**config.mk**
```make
export PLATFORM = sky130hd
export DESIGN_NAME = seq_alu
export DESIGN_NICKNAME = d
export VERILOG_FILES = /design/src/rtl/alu_pkg.sv /design/src/rtl/alu_muldiv_core.sv /design/src/rtl/seq_alu.sv
export SDC_FILE = /design/constraint.sdc
export NUM_CORES = 1
export LEC_CHECK = 0
export ABC_AREA = 1
export CAP_MARGIN = 20
export CORE_UTILIZATION = 60
export DETAILED_ROUTE_END_ITERATION = 7
export PLACE_DENSITY = 0.8
export SLEW_MARGIN = 20
export SYNTH_ARGS = -nofsm -noshare
export SYNTH_HDL_FRONTEND = slang
export SYNTH_SLANG_ARGS = --single-unit
```
**constraint.sdc**
```tcl
create_clock -name Clock -period 6.8 [get_ports Clock]
set_input_delay 1.02 -clock Clock [delete_from_list [all_inputs] [get_ports Clock]]
set_output_delay 1.02 -clock Clock [all_outputs]
set_load 0.05 [all_outputs]
```
**src/rtl/alu_pkg.sv**
```systemverilog
// Shared opcodes, flag bit positions and FSM state encoding
// for seq_alu and its multiply/divide core.
package alu_pkg;

    localparam logic [4:0] OP_A    = 5'd0;
    localparam logic [4:0] OP_B    = 5'd1;
    localparam logic [4:0] OP_NA   = 5'd2;
    localparam logic [4:0] OP_NB   = 5'd3;
    localparam logic [4:0] OP_ADD  = 5'd4;
    localparam logic [4:0] OP_ADC  = 5'd5;
    localparam logic [4:0] OP_SUB  = 5'd6;
    localparam logic [4:0] OP_AND  = 5'd7;
    localparam logic [4:0] OP_OR   = 5'd8;
    localparam logic [4:0] OP_XOR  = 5'd9;
    localparam logic [4:0] OP_NAND = 5'd10;
    localparam logic [4:0] OP_LSL  = 5'd11;
    localparam logic [4:0] OP_LSR  = 5'd12;
    localparam logic [4:0] OP_ASR  = 5'd13;
    localparam logic [4:0] OP_CSL  = 5'd14;
    localparam logic [4:0] OP_CSR  = 5'd15;
    localparam logic [4:0] OP_MULU = 5'd16;
    localparam logic [4:0] OP_DIVU = 5'd17;

    localparam int FLAG_Z = 3;
    localparam int FLAG_C = 2;
    localparam int FLAG_N = 1;
    localparam int FLAG_O = 0;

    typedef enum logic [1:0] {
        ST_IDLE = 2'd0,
        ST_RUN  = 2'd1,
        ST_DONE = 2'd2
    } state_t;

endpackage

```
**src/rtl/alu_muldiv_core.sv**
```systemverilog
// Iterative shift-add multiplier / restoring divider.
// Ports: Clock, Reset(n), load (latch a/b), step (one iteration),
// div (mode), a, b; hi/lo are the values after the next step.
module alu_muldiv_core #(
    parameter int WIDTH = 16
) (
    input  logic             Clock,
    input  logic             Reset,
    input  logic             load,
    input  logic             step,
    input  logic             div,
    input  logic [WIDTH-1:0] a,
    input  logic [WIDTH-1:0] b,
    output logic [WIDTH-1:0] hi,
    output logic [WIDTH-1:0] lo
);
    import alu_pkg::*;

    // hi_q: partial product / remainder; lo_q: multiplier / quotient
    logic [WIDTH-1:0] hi_q;
    logic [WIDTH-1:0] lo_q;
    logic [WIDTH-1:0] b_q;
    logic [WIDTH:0]   sum;
    logic [WIDTH:0]   sh;
    logic [WIDTH-1:0] df;
    logic             ge;

    always_comb begin
        sum = {1'b0, hi_q} + (lo_q[0] ? {1'b0, b_q} : '0);
        sh  = {hi_q, lo_q[WIDTH-1]};
        ge  = sh >= {1'b0, b_q};
        // when ge, the true difference is below b, so W bits suffice
        df  = sh[WIDTH-1:0] - b_q;
        if (div) begin
            hi = ge ? df : sh[WIDTH-1:0];
            lo = {lo_q[WIDTH-2:0], ge};
        end else begin
            hi = sum[WIDTH:1];
            lo = {sum[0], lo_q[WIDTH-1:1]};
        end
    end

    always_ff @(posedge Clock or negedge Reset) begin
        if (!Reset) begin
            hi_q <= '0;
            lo_q <= '0;
            b_q  <= '0;
        end else if (load) begin
            hi_q <= '0;
            lo_q <= a;
            b_q  <= b;
        end else if (step) begin
            hi_q <= hi;
            lo_q <= lo;
        end
    end

endmodule

```
**src/rtl/seq_alu.sv**
```systemverilog
// Sequential ALU with registered result/flags and multi-cycle MULU/DIVU.
// Ports: Clock, Reset(n), Start, FunSel, WF, A, B -> ALUOut, ALUOutHi,
// FlagsOut {Z,C,N,O}, Busy, Done.
module seq_alu #(
    parameter int WIDTH = 16
) (
    input  logic             Clock,
    input  logic             Reset,
    input  logic             Start,
    input  logic [4:0]       FunSel,
    input  logic             WF,
    input  logic [WIDTH-1:0] A,
    input  logic [WIDTH-1:0] B,
    output logic [WIDTH-1:0] ALUOut,
    output logic [WIDTH-1:0] ALUOutHi,
    output logic [3:0]       FlagsOut,
    output logic             Busy,
    output logic             Done
);
    import alu_pkg::*;

    localparam int CW = $clog2(WIDTH + 1);
    localparam logic [CW-1:0] LAST = CW'(WIDTH - 1);

    state_t           state;
    logic [CW-1:0]    cnt;
    logic             wf_q;
    logic             div_q;

    logic             cin;
    logic             is_sub;
    logic [WIDTH-1:0] bb;
    logic             ci;
    logic [WIDTH:0]   sum;
    logic [WIDTH-1:0] res;
    logic             c_n;
    logic             o_n;

    logic             is_md;
    logic             div0;
    logic             is_one;
    logic             load;
    logic [WIDTH-1:0] md_hi;
    logic [WIDTH-1:0] md_lo;

    assign cin    = FlagsOut[FLAG_C];
    assign is_sub = FunSel == OP_SUB;
    assign bb     = is_sub ? ~B : B;
    assign ci     = is_sub | ((FunSel == OP_ADC) & cin);
    assign sum    = {1'b0, A} + {1'b0, bb} + {{WIDTH{1'b0}}, ci};

    assign is_md  = (FunSel == OP_MULU) || (FunSel == OP_DIVU);
    assign div0   = (FunSel == OP_DIVU) && (B == '0);
    assign is_one = FunSel <= OP_CSR;
    assign load   = Start && (state != ST_RUN) && is_md && !div0;

    always_comb begin
        res = '0;
        c_n = cin;
        o_n = FlagsOut[FLAG_O];
        case (FunSel)
            OP_A:    res = A;
            OP_B:    res = B;
            OP_NA:   res = ~A;
            OP_NB:   res = ~B;
            OP_ADD, OP_ADC, OP_SUB: begin
                res = sum[WIDTH-1:0];
                c_n = sum[WIDTH];
                o_n = (A[WIDTH-1] == bb[WIDTH-1]) &&
                      (sum[WIDTH-1] != A[WIDTH-1]);
            end
            OP_AND:  res = A & B;
            OP_OR:   res = A | B;
            OP_XOR:  res = A ^ B;
            OP_NAND: res = ~(A & B);
            OP_LSL: begin
                res = A << 1;
                c_n = A[WIDTH-1];
            end
            OP_LSR: begin
                res = A >> 1;
                c_n = A[0];
            end
            OP_ASR: begin
                res = {A[WIDTH-1], A[WIDTH-1:1]};
                c_n = A[0];
            end
            OP_CSL: begin
                res = {A[WIDTH-2:0], cin};
                c_n = A[WIDTH-1];
            end
            OP_CSR: begin
                res = {cin, A[WIDTH-1:1]};
                c_n = A[0];
            end
            default: res = '0;
        endcase
    end

    alu_muldiv_core #(.WIDTH(WIDTH)) u_md (
        .Clock (Clock),
        .Reset (Reset),
        .load  (load),
        .step  (state == ST_RUN),
        .div   (div_q),
        .a     (A),
        .b     (B),
        .hi    (md_hi),
        .lo    (md_lo)
    );

    always_ff @(posedge Clock or negedge Reset) begin
        if (!Reset) begin
            state    <= ST_IDLE;
            cnt      <= '0;
            wf_q     <= 1'b0;
            div_q    <= 1'b0;
            ALUOut   <= '0;
            ALUOutHi <= '0;
            FlagsOut <= '0;
            Busy     <= 1'b0;
            Done     <= 1'b0;
        end else begin
            Done <= 1'b0;
            Busy <= 1'b0;
            case (state)
                ST_RUN: begin
                    Busy <= 1'b1;
                    cnt  <= cnt + CW'(1);
                    if (cnt == LAST) begin
                        Busy     <= 1'b0;
                        Done     <= 1'b1;
                        state    <= ST_DONE;
                        ALUOut   <= md_lo;
                        ALUOutHi <= md_hi;
                        if (wf_q && div_q) begin
                            FlagsOut[FLAG_Z] <= md_lo == '0;
                            FlagsOut[FLAG_O] <= 1'b0;
                        end else if (wf_q) begin
                            FlagsOut[FLAG_Z] <= {md_hi, md_lo} == '0;
                            FlagsOut[FLAG_C] <= md_hi != '0;
                            FlagsOut[FLAG_O] <= 1'b0;
                        end
                    end
                end
                default: begin
                    state <= ST_IDLE;
                    if (Start) begin
                        wf_q  <= WF;
                        div_q <= FunSel == OP_DIVU;
                        state <= ST_DONE;
                        Done  <= 1'b1;
                        if (load) begin
                            state <= ST_RUN;
                            Busy  <= 1'b1;
                            Done  <= 1'b0;
                            cnt   <= '0;
                        end else if (div0) begin
                            ALUOut   <= '1;
                            ALUOutHi <= A;
                            if (WF) begin
                                FlagsOut[FLAG_Z] <= 1'b0;
                                FlagsOut[FLAG_O] <= 1'b1;
                            end
                        end else if (is_one) begin
                            ALUOut   <= res;
                            ALUOutHi <= '0;
                            if (WF) begin
                                FlagsOut[FLAG_Z] <= res == '0;
                                FlagsOut[FLAG_C] <= c_n;
                                FlagsOut[FLAG_N] <= res[WIDTH-1];
                                FlagsOut[FLAG_O] <= o_n;
                            end
                        end
                    end
                end
            endcase
        end
    end

endmodule

```
Word-level counts from Yosys, hierarchy flattened
Index checks and enable logic that the tools add are counted.
- output and inout port bits: 38
- memories: 0
- RAM bits: 0
- input bits: 41
- word-level logic and storage cells: 151
- latch bits: 0
- bits in registers: 95
- bits in read-only memories: 0
- divide/modulo/power cells: 0
- equality and inequality tests: 30
- multiplexer cells: 57
- add/subtract/negate cells: 5
- shift operators: 0
- reductions and logical operators: 31
- multiply operators: 0
- bitwise operators: 11
- $lt $le $gt $ge: 2
- operators by type and width (cell ; number):
    16-bit 2-to-1 mux ; 21
    16-bit one-hot mux with 14 select lines ; 1
    16-bit logical NOT ; 3
    16-bit inverter ; 3
    5-bit by 4-bit equality test with 1-bit output (second input constant) ; 9
    32-bit logical NOT ; 1
    5-bit by 3-bit equality test with 1-bit output (second input constant) ; 4
    1-bit 2-to-1 mux ; 19
    16-bit by 16-bit adder with 17-bit output ; 1
    16-bit by 17-bit adder with 17-bit output ; 1
    17-bit by 1-bit adder with 17-bit output ; 1
    17-bit by 16-bit >= comparator with 1-bit output ; 1
    16-bit AND ; 1
    2-bit 2-to-1 mux ; 8
    4-bit 2-to-1 mux ; 4
    16-bit bitwise OR ; 1
    16-bit nonzero test ; 1
    16-bit subtractor ; 1
    16-bit XOR ; 1
    5-bit 2-to-1 mux ; 3
    5-bit by 2-bit equality test with 1-bit output (second input constant) ; 2
    5-bit equality test (second input constant) ; 2
    9-bit AND reduction ; 1
    8-bit AND reduction ; 1
    other kinds (27) ; 45

Depth between registers and ports, before layout
Gate-level depths: netlist (run 1).
- depth in word-level cells: 13
- gate-level depth with buffers: 24
- gate-level depth less buffers: 22

By module
Synthesis (run 1) repeated with hierarchy kept, for this count alone.
- cell total of the unflattened synthesis: 1648
- area, all modules: 10262.3 µm²
- by module, submodules not included (module ; area each (µm²) ; cells an instance ; sequential area each (µm²) ; times used):
    seq_alu ; 5612.9 ; 907 ; 1176.1 ; 1
    alu_muldiv_core ; 4649.5 ; 741 ; 1201.2 ; 1

Worst setup path before layout (run 1)
Ideal clock, no wire load.
- kind: in2reg
- start: input FunSel[4]
- end: register FlagsOut[3]
- data arrival time: 4275 ps
- stages: 22
- library setup time: 72 ps
- slack: 2454 ps
- required time: 6728 ps
- buffers on the path: 2
- path through: buf_4 > inv_2 > nand3_1 > nor2_1 > buf_2 > xor2_1 > fa_1 > fa_1 > nand3_1 > nand2_1 > nand2_1 > o21ai_0 > or2_2 > nand3_1 > nand3_1 > nor2_1 > nand3_1 > nor2_1 > nand4_1 > nand2_1 > nor2_1 > nor2_1
- longest elaborated chain between the ends: 12
- elaborated cells between the ends (all ways): 43
- classes of those cells: 2 x add/sub; 1 x order compare; 20 x eq/ne; 8 x mux; 2 x bitwise; 10 x reduce/logical
- RTL lines (what ; line ; RTL):
    from (decl) ; seq_alu.sv:10 ; input logic [4:0] FunSel,
    5-bit by 3-bit equality test with 1-bit output (on tied branches) ; seq_alu.sv:47, seq_alu.sv:61, seq_alu.sv:49 ;
    16-bit 2-to-1 mux or 1-bit AND (tied branches) ; seq_alu.sv:48, seq_alu.sv:49 ;
    16-bit by 16-bit adder with 17-bit output or 1-bit bitwise OR (tied branches) ; seq_alu.sv:50, seq_alu.sv:49 ;
    17-bit by 1-bit adder with 17-bit output ; seq_alu.sv:50 ; assign sum = {1'b0, A} + {1'b0, bb} + {{WIDTH{1'b0}}, ci};
    16-bit one-hot mux with 14 select lines ; seq_alu.sv:61 ; case (FunSel)
    16-bit logical NOT ; seq_alu.sv:169 ; FlagsOut[FLAG_Z] <= res == '0;
    4-bit 2-to-1 mux ; seq_alu.sv:168 ; if (WF) begin
    4-bit 2-to-1 mux ; seq_alu.sv:165 ; end else if (is_one) begin
    1-bit 2-to-1 mux ; seq_alu.sv:158 ; end else if (div0) begin
    4-bit 2-to-1 mux ; seq_alu.sv:153 ; if (load) begin
    4-bit 2-to-1 mux ; seq_alu.sv:148 ; if (Start) begin
    2-bit 2-to-1 mux ; seq_alu.sv:126 ; case (state)
    to (signal, indexed assignment) ; seq_alu.sv:170 ; FlagsOut[FLAG_C] <= c_n;
    to (signal, indexed assignment) ; seq_alu.sv:171 ; FlagsOut[FLAG_N] <= res[WIDTH-1];
    to (signal, indexed assignment) ; seq_alu.sv:172 ; FlagsOut[FLAG_O] <= o_n;
    to (decl) ; seq_alu.sv:16 ; output logic [3:0] FlagsOut,
Several ways; a longest one is shown, not always the timed one. The select of a mux whose other input is x is not followed.
A chain may end at the register's enable or synchronous reset.

Worst setup path after layout (run 1)
Same ends and word-level chain as after synthesis.

==> impl_metrics.json, run 1 <==
{
  "yosys.area.top_type": "dfrtp_1",
  "die_w_um": 127.4,
  "cts.sinks": 95,
  "cp-startpoint": "FunSel[4]",
  "regToRegEndpoint": "FlagsOut[0]$_DFFE_PN0P_",
  "vias": 10690,
  "worstMarginPinSlew_ns": 1.027,
  "htree_levels": 3,
  "setup_ws_ns": 1.963,
  "n_fill_cell": 1431,
  "row_count": 45,
  "relSlewSlack": 0.3131,
  "synthXorXnorAreaFrac": 0.02879,
  "syn_to_final_growth_pct": 12.54,
  "synth_ff_type": "dfrtp_1",
  "rrSetupSlack_ns": 2.72,
  "synth_top_family_by_area": "simple AND/OR/NAND/NOR gates",
  "start_util": 0.6181,
  "yosysMostFrequentCell": "nand2_1",
  "grt_pass1_vias": 10150,
  "worst_path_most_repeated_cell": "nand2_1",
  "synth.avg_cell_area_um2": 6.451,
  "hold_path.class": "reg -> reg",
  "p_int_uw": 1596,
  "hold_viol": 0,
  "drt-total-wl_um": 34340,
  "drive_gt1_frac": 0.03816,
  "crit_type": "in -> reg",
  "cp.required_ns": 7.05,
  "switching_share": 0.5137,
  "cts_setup_buffers": 0,
  "dieArea_um2": 16220,
  "cts_root_buffer": "clkbuf_16",
  "place_area_um2": 10320,
  "cp_slowest_cell": "clkdlybuf4s50_1",
  "wl_per_cell_um": 19.84,
  "post-place-ws_ns": 1.679,
  "die_h_um": 127.4,
  "fin_tns_setup_ns": 0,
  "rr_worst_depth": 15,
  "ctsHoldBuffers": 0,
  "synthMuxAreaShare": 0.001061,
  "clk_latency_ns": 0.36,
  "max_cap_violations": 0,
  "max_clock_freq_mhz": 206.8,
  "cpPeakStageDelay_ns": 0.64,
  "drc": 0,
  "yosys.area_share.adder": 0.1173,
  "end_kind": "flop",
  "drtPass1Iterations": 6,
  "synth_area_um2": 9432,
  "worstPathArrival_ns": 5.09,
  "cts_tree": "built",
  "fin_crit_sh": 0.7113,
  "grt_antenna_before_repair": 0,
  "cp_max_fo": 16,
  "setup_violations": 0,
  "rr_startpoint": "state[0]$_DFFE_PN0P_",
  "routed_via_density": 6.177,
  "leakage_uw": 0.005420,
  "overflow": 0,
  "dp_hpwl_um": 26400,
  "synth_top_area_share": 0.2521,
  "pwr-share-clk": 0.156,
  "fin_hold_ws_ns": 0.4953,
  "seqPwrFrac": 0.260,
  "cts_resized": 0,
  "synth-edff-count": 0,
  "io_pins": 79,
  "p_comb_frac": 0.584,
  "worst_clock_skew_ns": 0.01724,
  "drtIter0Drc": 1397,
  "gp_congestion": 1.065,
  "portBuffers": 78,
  "final_core_util": 0.6956,
  "cpLargestDelayFamily": "simple AND/OR/NAND/NOR gates",
  "startpoint_type": "input pin",
  "critPathCapture": "FlagsOut[3]$_DFFE_PN0P_",
  "grt_usage": 0.4335,
  "synthTopCellsByCount": "nand2_1, inv_1, nor2_1",
  "async_flop_share": 1.000,
  "fin_crit_ns": 4.837,
  "yosys-top-cells-area": "dfrtp_1, nand2_1, ha_1",
  "netlist_instances": 1462,
  "peakVddDrop_mv": 0.1856,
  "path_clk_slew_ns": 0.08,
  "synthSimpleGateAreaFrac": 0.3198,
  "grt_pass1_wl_um": 53730,
  "p_per_area_nw_per_um2": 309.2,
  "ys_warn_count": 0,
  "ant_nets": 0,
  "yosysSeqAreaShare": 0.2521,
  "final_area_um2": 10610,
  "synth_compound_area_frac": 0.1762,
  "nNetsFinal": 1642,
  "crit_buf_inv": 4,
  "path_depth": 24,
  "synth-seq-cells": 95,
  "ys_types": 55,
  "clockBufferDepth": 2,
  "core_area_um2": 15260,
  "p_switching_uw": 1686,
  "grt_max_degree": 71,
  "status": "completed",
  "slew_violations": 0,
  "rsz0062_at_grt": "false",
  "numCtsBuffers": 9,
  "synth_nets": 1589,
  "crit_chain": "clkdlybuf4s50_1, inv_2, nand3_1, nor2_1, buf_4, xor2_1, fa_1, fa_1, nand3_1, nand2_1, nand2_1, o21ai_0, nand2_1, nand2_1, a21oi_1, inv_1, nand2_1, nand3_1, nand2_1, nor2_1, nand4_1, nand2_1, nor2_1, nor2_1",
  "antenna_cells": 0
}
## metal layers
metal / track usage / wire length [um] / vias to the layer above
met5: 0 / 0 / -
met3: 0.05737 / 3339 / 151
met4: 0.2486 / 2033 / 0
li1: - / - / 4935
met2: 0.7017 / 15480 / 689
met1: 0.5587 / 13490 / 4918
## state kept, by name, summed over array words and instances, names as in the netlist, 2 cells and up
register / cells
ALUOutHi: 16
FlagsOut: 4
state: 2
u_md.lo_q: 16
cnt: 5
ALUOut: 16
u_md.b_q: 16
u_md.hi_q: 16
## cell type report
cell class	instances	area, um^2	area share
tap	211	264.0	0.02487
multi-input combinational	1117	6071	0.5720
clock inverter	7	67.56	0.006366
inverter	208	785.8	0.07403
sequential	95	2377	0.2240
clock buffer	9	225.2	0.02122
timing repair buffer	84	823.3	0.07757
## cells by family (layout without fill, tap and decap cells)
| group | after synthesis | after routing |
|---|---|---|
| AO/OA/AOI/OAI | 292 | 292 |
| adder cells (fa/ha/maj) | 86 | 86 |
| buffers and inverters | 250 | 308 |
| multiplexers | 1 | 1 |
| flip-flops | 95 | 95 |
| AND/OR/NAND/NOR | 707 | 707 |
| XOR/XNOR | 31 | 31 |
## per-stage QoR
step,total power [uW],instances
floorplan,2201,1462
CTS,3228,1731
detailed placement,2719,1715
global placement,2676,1715
finish,3282,1731
global route,3506,1731
## worst min-delay path: stages (launching register included)
cell and delay, ns:
dfrtp_1 0.36, nand2_1 0.06, nand2_1 0.05
## placed cells by master (no fill, tap or decap), types with 5 or more instances in the layout
cell type	netlist	routed
a21oi_1	101	101
nor2_1	166	164
nand3_1	96	96
nand2_2	7	7
o211ai_1	12	12
nand2_1	369	369
o21ai_0	105	105
nand3b_1	6	6
a31oi_1	9	9
or2_2	5	5
nor3_1	8	8
buf_4	1	7
nand4_1	29	29
nor4_1	7	7
xnor2_1	6	6
dfrtp_1	95	95
o22ai_1	26	26
clkdlybuf4s50_1	0	77
ha_1	82	82
o221ai_1	9	9
clkbuf_16	0	9
xor2_1	25	25
inv_1	203	203
nor2_2	4	6
## worst min-delay path by stage
stage | from | to | slack, ns | cells after the start
2_1_floorplan | u_md.lo_q[13]$_DFFE_PN0N_ | u_md.lo_q[13]$_DFFE_PN0N_ | 0.47 | 2
3_3_place_gp | ALUOut[7]$_DFFE_PN0P_ | ALUOut[7]$_DFFE_PN0P_ | 0.47 | 2
3_5_place_dp | ALUOut[5]$_DFFE_PN0P_ | ALUOut[5]$_DFFE_PN0P_ | 0.48 | 2
4_1_cts | ALUOut[5]$_DFFE_PN0P_ | ALUOut[5]$_DFFE_PN0P_ | 0.50 | 2
5_1_grt | ALUOut[7]$_DFFE_PN0P_ | ALUOut[7]$_DFFE_PN0P_ | 0.52 | 2
6_report | ALUOut[5]$_DFFE_PN0P_ | ALUOut[5]$_DFFE_PN0P_ | 0.50 | 2
## power by group through the flow
stage                     Combinational (uW)  Sequential [uW]  Clock [uW]
after CTS                               1880              843         509
final                                   1920              852         513
after global routing                    2110              865         529
after global placement                  1830              850           0
after detailed placement                1870              853           0
after floorplan                         1250              951           0
Note: power is estimated with default switching activity, not from simulation.
==> run 2, diff against run 1 <==
==> constraint.sdc (replaced) <==
create_clock -name Clock -period 4.6 [get_ports Clock]
set_input_delay 0.69 -clock Clock [delete_from_list [all_inputs] [get_ports Clock]]
set_output_delay 0.69 -clock Clock [all_outputs]
set_load 0.05 [all_outputs]
==> impl_metrics.json, run 2 (synthesis results as in run 1) <==
{
  "vias": 10490,
  "portBuffers": 78,
  "cts_setup_buffers": 0,
  "startpoint_type": "input pin",
  "max_cap_violations": 0,
  "relSlewSlack": 0.3225,
  "crit_chain": "clkdlybuf4s50_1, nand3_1, nor2_1, buf_4, xor2_1, fa_1, nand3_1, nand2_1, nand2_1, o21ai_0, nand2_1, a21oi_1, xnor2_1, o21ai_0, nor2_1, nand4_1, nand2_1, nor2_1, nor2_1",
  "p_switching_uw": 2462,
  "fin_tns_setup_ns": 0,
  "cts_resized": 0,
  "start_util": 0.6181,
  "clk_latency_ns": 0.35,
  "cp_slowest_cell": "clkdlybuf4s50_1",
  "seqPwrFrac": 0.261,
  "grt_max_degree": 74,
  "numCtsBuffers": 9,
  "overflow": 0,
  "wl_per_cell_um": 18.76,
  "ctsHoldBuffers": 0,
  "post-place-ws_ns": 0.2180,
  "grt_usage": 0.4114,
  "dieArea_um2": 16220,
  "cts.sinks": 95,
  "die_w_um": 127.4,
  "switching_share": 0.5105,
  "slew_violations": 0,
  "io_pins": 79,
  "cp_max_fo": 15,
  "layout_commonest_cell": "nand2_1",
  "max_clock_freq_mhz": 244.2,
  "fin_crit_sh": 0.8903,
  "p_per_area_nw_per_um2": 451.0,
  "antenna_cells": 0,
  "seqCellArea_um2": 2377,
  "drtPass1Iterations": 6,
  "worstMarginPinSlew_ns": 1.012,
  "crit_type": "in -> reg",
  "gp_congestion": 1.032,
  "layout_common_cells": "nand2_1, inv_1, nor2_1, o21ai_0, a21oi_1",
  "routed_via_density": 6.021,
  "cts_root_buffer": "clkbuf_16",
  "p_comb_frac": 0.584,
  "peakVddDrop_mv": 0.4066,
  "status": "completed",
  "setup_ws_ns": 0.5046,
  "dp_hpwl_um": 25540,
  "drt-total-wl_um": 32690,
  "end_kind": "flop",
  "leakage_uw": 0.005475,
  "cp.required_ns": 4.85,
  "cts_tree": "built",
  "nNetsFinal": 1653,
  "hold_path.class": "in -> async",
  "clockBufferDepth": 2,
  "grt_pass1_wl_um": 50980,
  "drive_gt1_frac": 0.04442,
  "path_clk_slew_ns": 0.08,
  "multi_input_area_um2": 6068,
  "drtIter0Drc": 1386,
  "n_fill_cell": 1406,
  "cpPeakStageDelay_ns": 0.62,
  "pwr-share-clk": 0.155,
  "worstPathArrival_ns": 4.35,
  "rsz0062_at_grt": "false",
  "hold_viol": 0,
  "htree_levels": 3,
  "grt_antenna_before_repair": 0,
  "p_int_uw": 2361,
  "grt_pass1_vias": 9535,
  "die_h_um": 127.4,
  "fin_crit_ns": 4.095,
  "core_area_um2": 15260,
  "ant_nets": 0,
  "drc": 0,
  "rr_worst_depth": 15,
  "worst_clock_skew_ns": 0.01345,
  "syn_to_final_growth_pct": 13.39,
  "setup_violations": 0,
  "row_count": 45
}
[run 2: worst paths after layout]
| kind | from | to | slack, ns |
|---|---|---|---|
| hold / removal | Reset | u_md.hi_q[3]$_DFFE_PN0N_ | 0.45 |
| max in group asynchronous | Reset | u_md.hi_q[11]$_DFFE_PN0N_ | 3.28 |
| setup reg to reg | u_md.b_q[12]$_DFFE_PN0P_ | FlagsOut[3]$_DFFE_PN0P_ | 1.04 |
| setup / recovery | FunSel[2] | FlagsOut[3]$_DFFE_PN0P_ | 0.50 |
| min in group Clock | ALUOut[0]$_DFFE_PN0P_ | ALUOut[0]$_DFFE_PN0P_ | 0.49 |
| hold reg to reg | ALUOut[0]$_DFFE_PN0P_ | ALUOut[0]$_DFFE_PN0P_ | 0.49 |
[run 2: through the flow]
step | power (uW) | hold WS (ns) | instance area (um^2) | utilization | cells
global route | 5179 | 0.4958 | 10690 | 0.7009 | 1742
floorplan | 3254 | 0.3944 | 9432 | - | 1462
CTS | 4766 | 0.4745 | 10690 | 0.7009 | 1742
detailed placement | 4010 | 0.4699 | 10400 | 0.6817 | 1726
finish | 4823 | 0.4517 | 10690 | 0.7009 | 1742
global placement | 3961 | 0.4674 | 10400 | 0.6817 | 1726
[run 2: critical path: cells and delay by family]
| kind | cells | cell delay (ns) |
|---|---|---|
| XOR/XNOR | 2 | 0.39 |
| buffers and inverters | 2 | 0.92 |
| AND/OR/NAND/NOR | 11 | 1.15 |
| AO/OA/AOI/OAI | 3 | 0.92 |
| adder cells (fa/ha/maj) | 1 | 0.27 |
[run 2: power by group through the flow]
stage	combinational [uW]	sequential, uW	clock [uW]
after global routing	3120	1280	783
final	2820	1260	747
after detailed placement	2750	1260	0
after floorplan	1850	1410	0
after CTS	2760	1250	758
after global placement	2700	1260	0
[run 2: area by class of cell]
| class | count | area share |
|---|---|---|
| clock inverters | 7 | 0.006318 |
| inverters | 208 | 0.07348 |
| well taps | 211 | 0.02469 |
| flip-flops and latches | 95 | 0.2223 |
| multi-input cells | 1117 | 0.5675 |
| clock buffers | 9 | 0.02106 |
| repair buffers | 95 | 0.08471 |
[run 2: per-layer routing]
metal  vias to the layer above  global-route usage  part of all wire
met5                         -                   0                 0
met3                       101             0.06658             0.094
met1                      4809              0.5350              0.40
li1                       4966                   -                 -
met4                         0              0.2297             0.057
met2                       612              0.6535              0.45
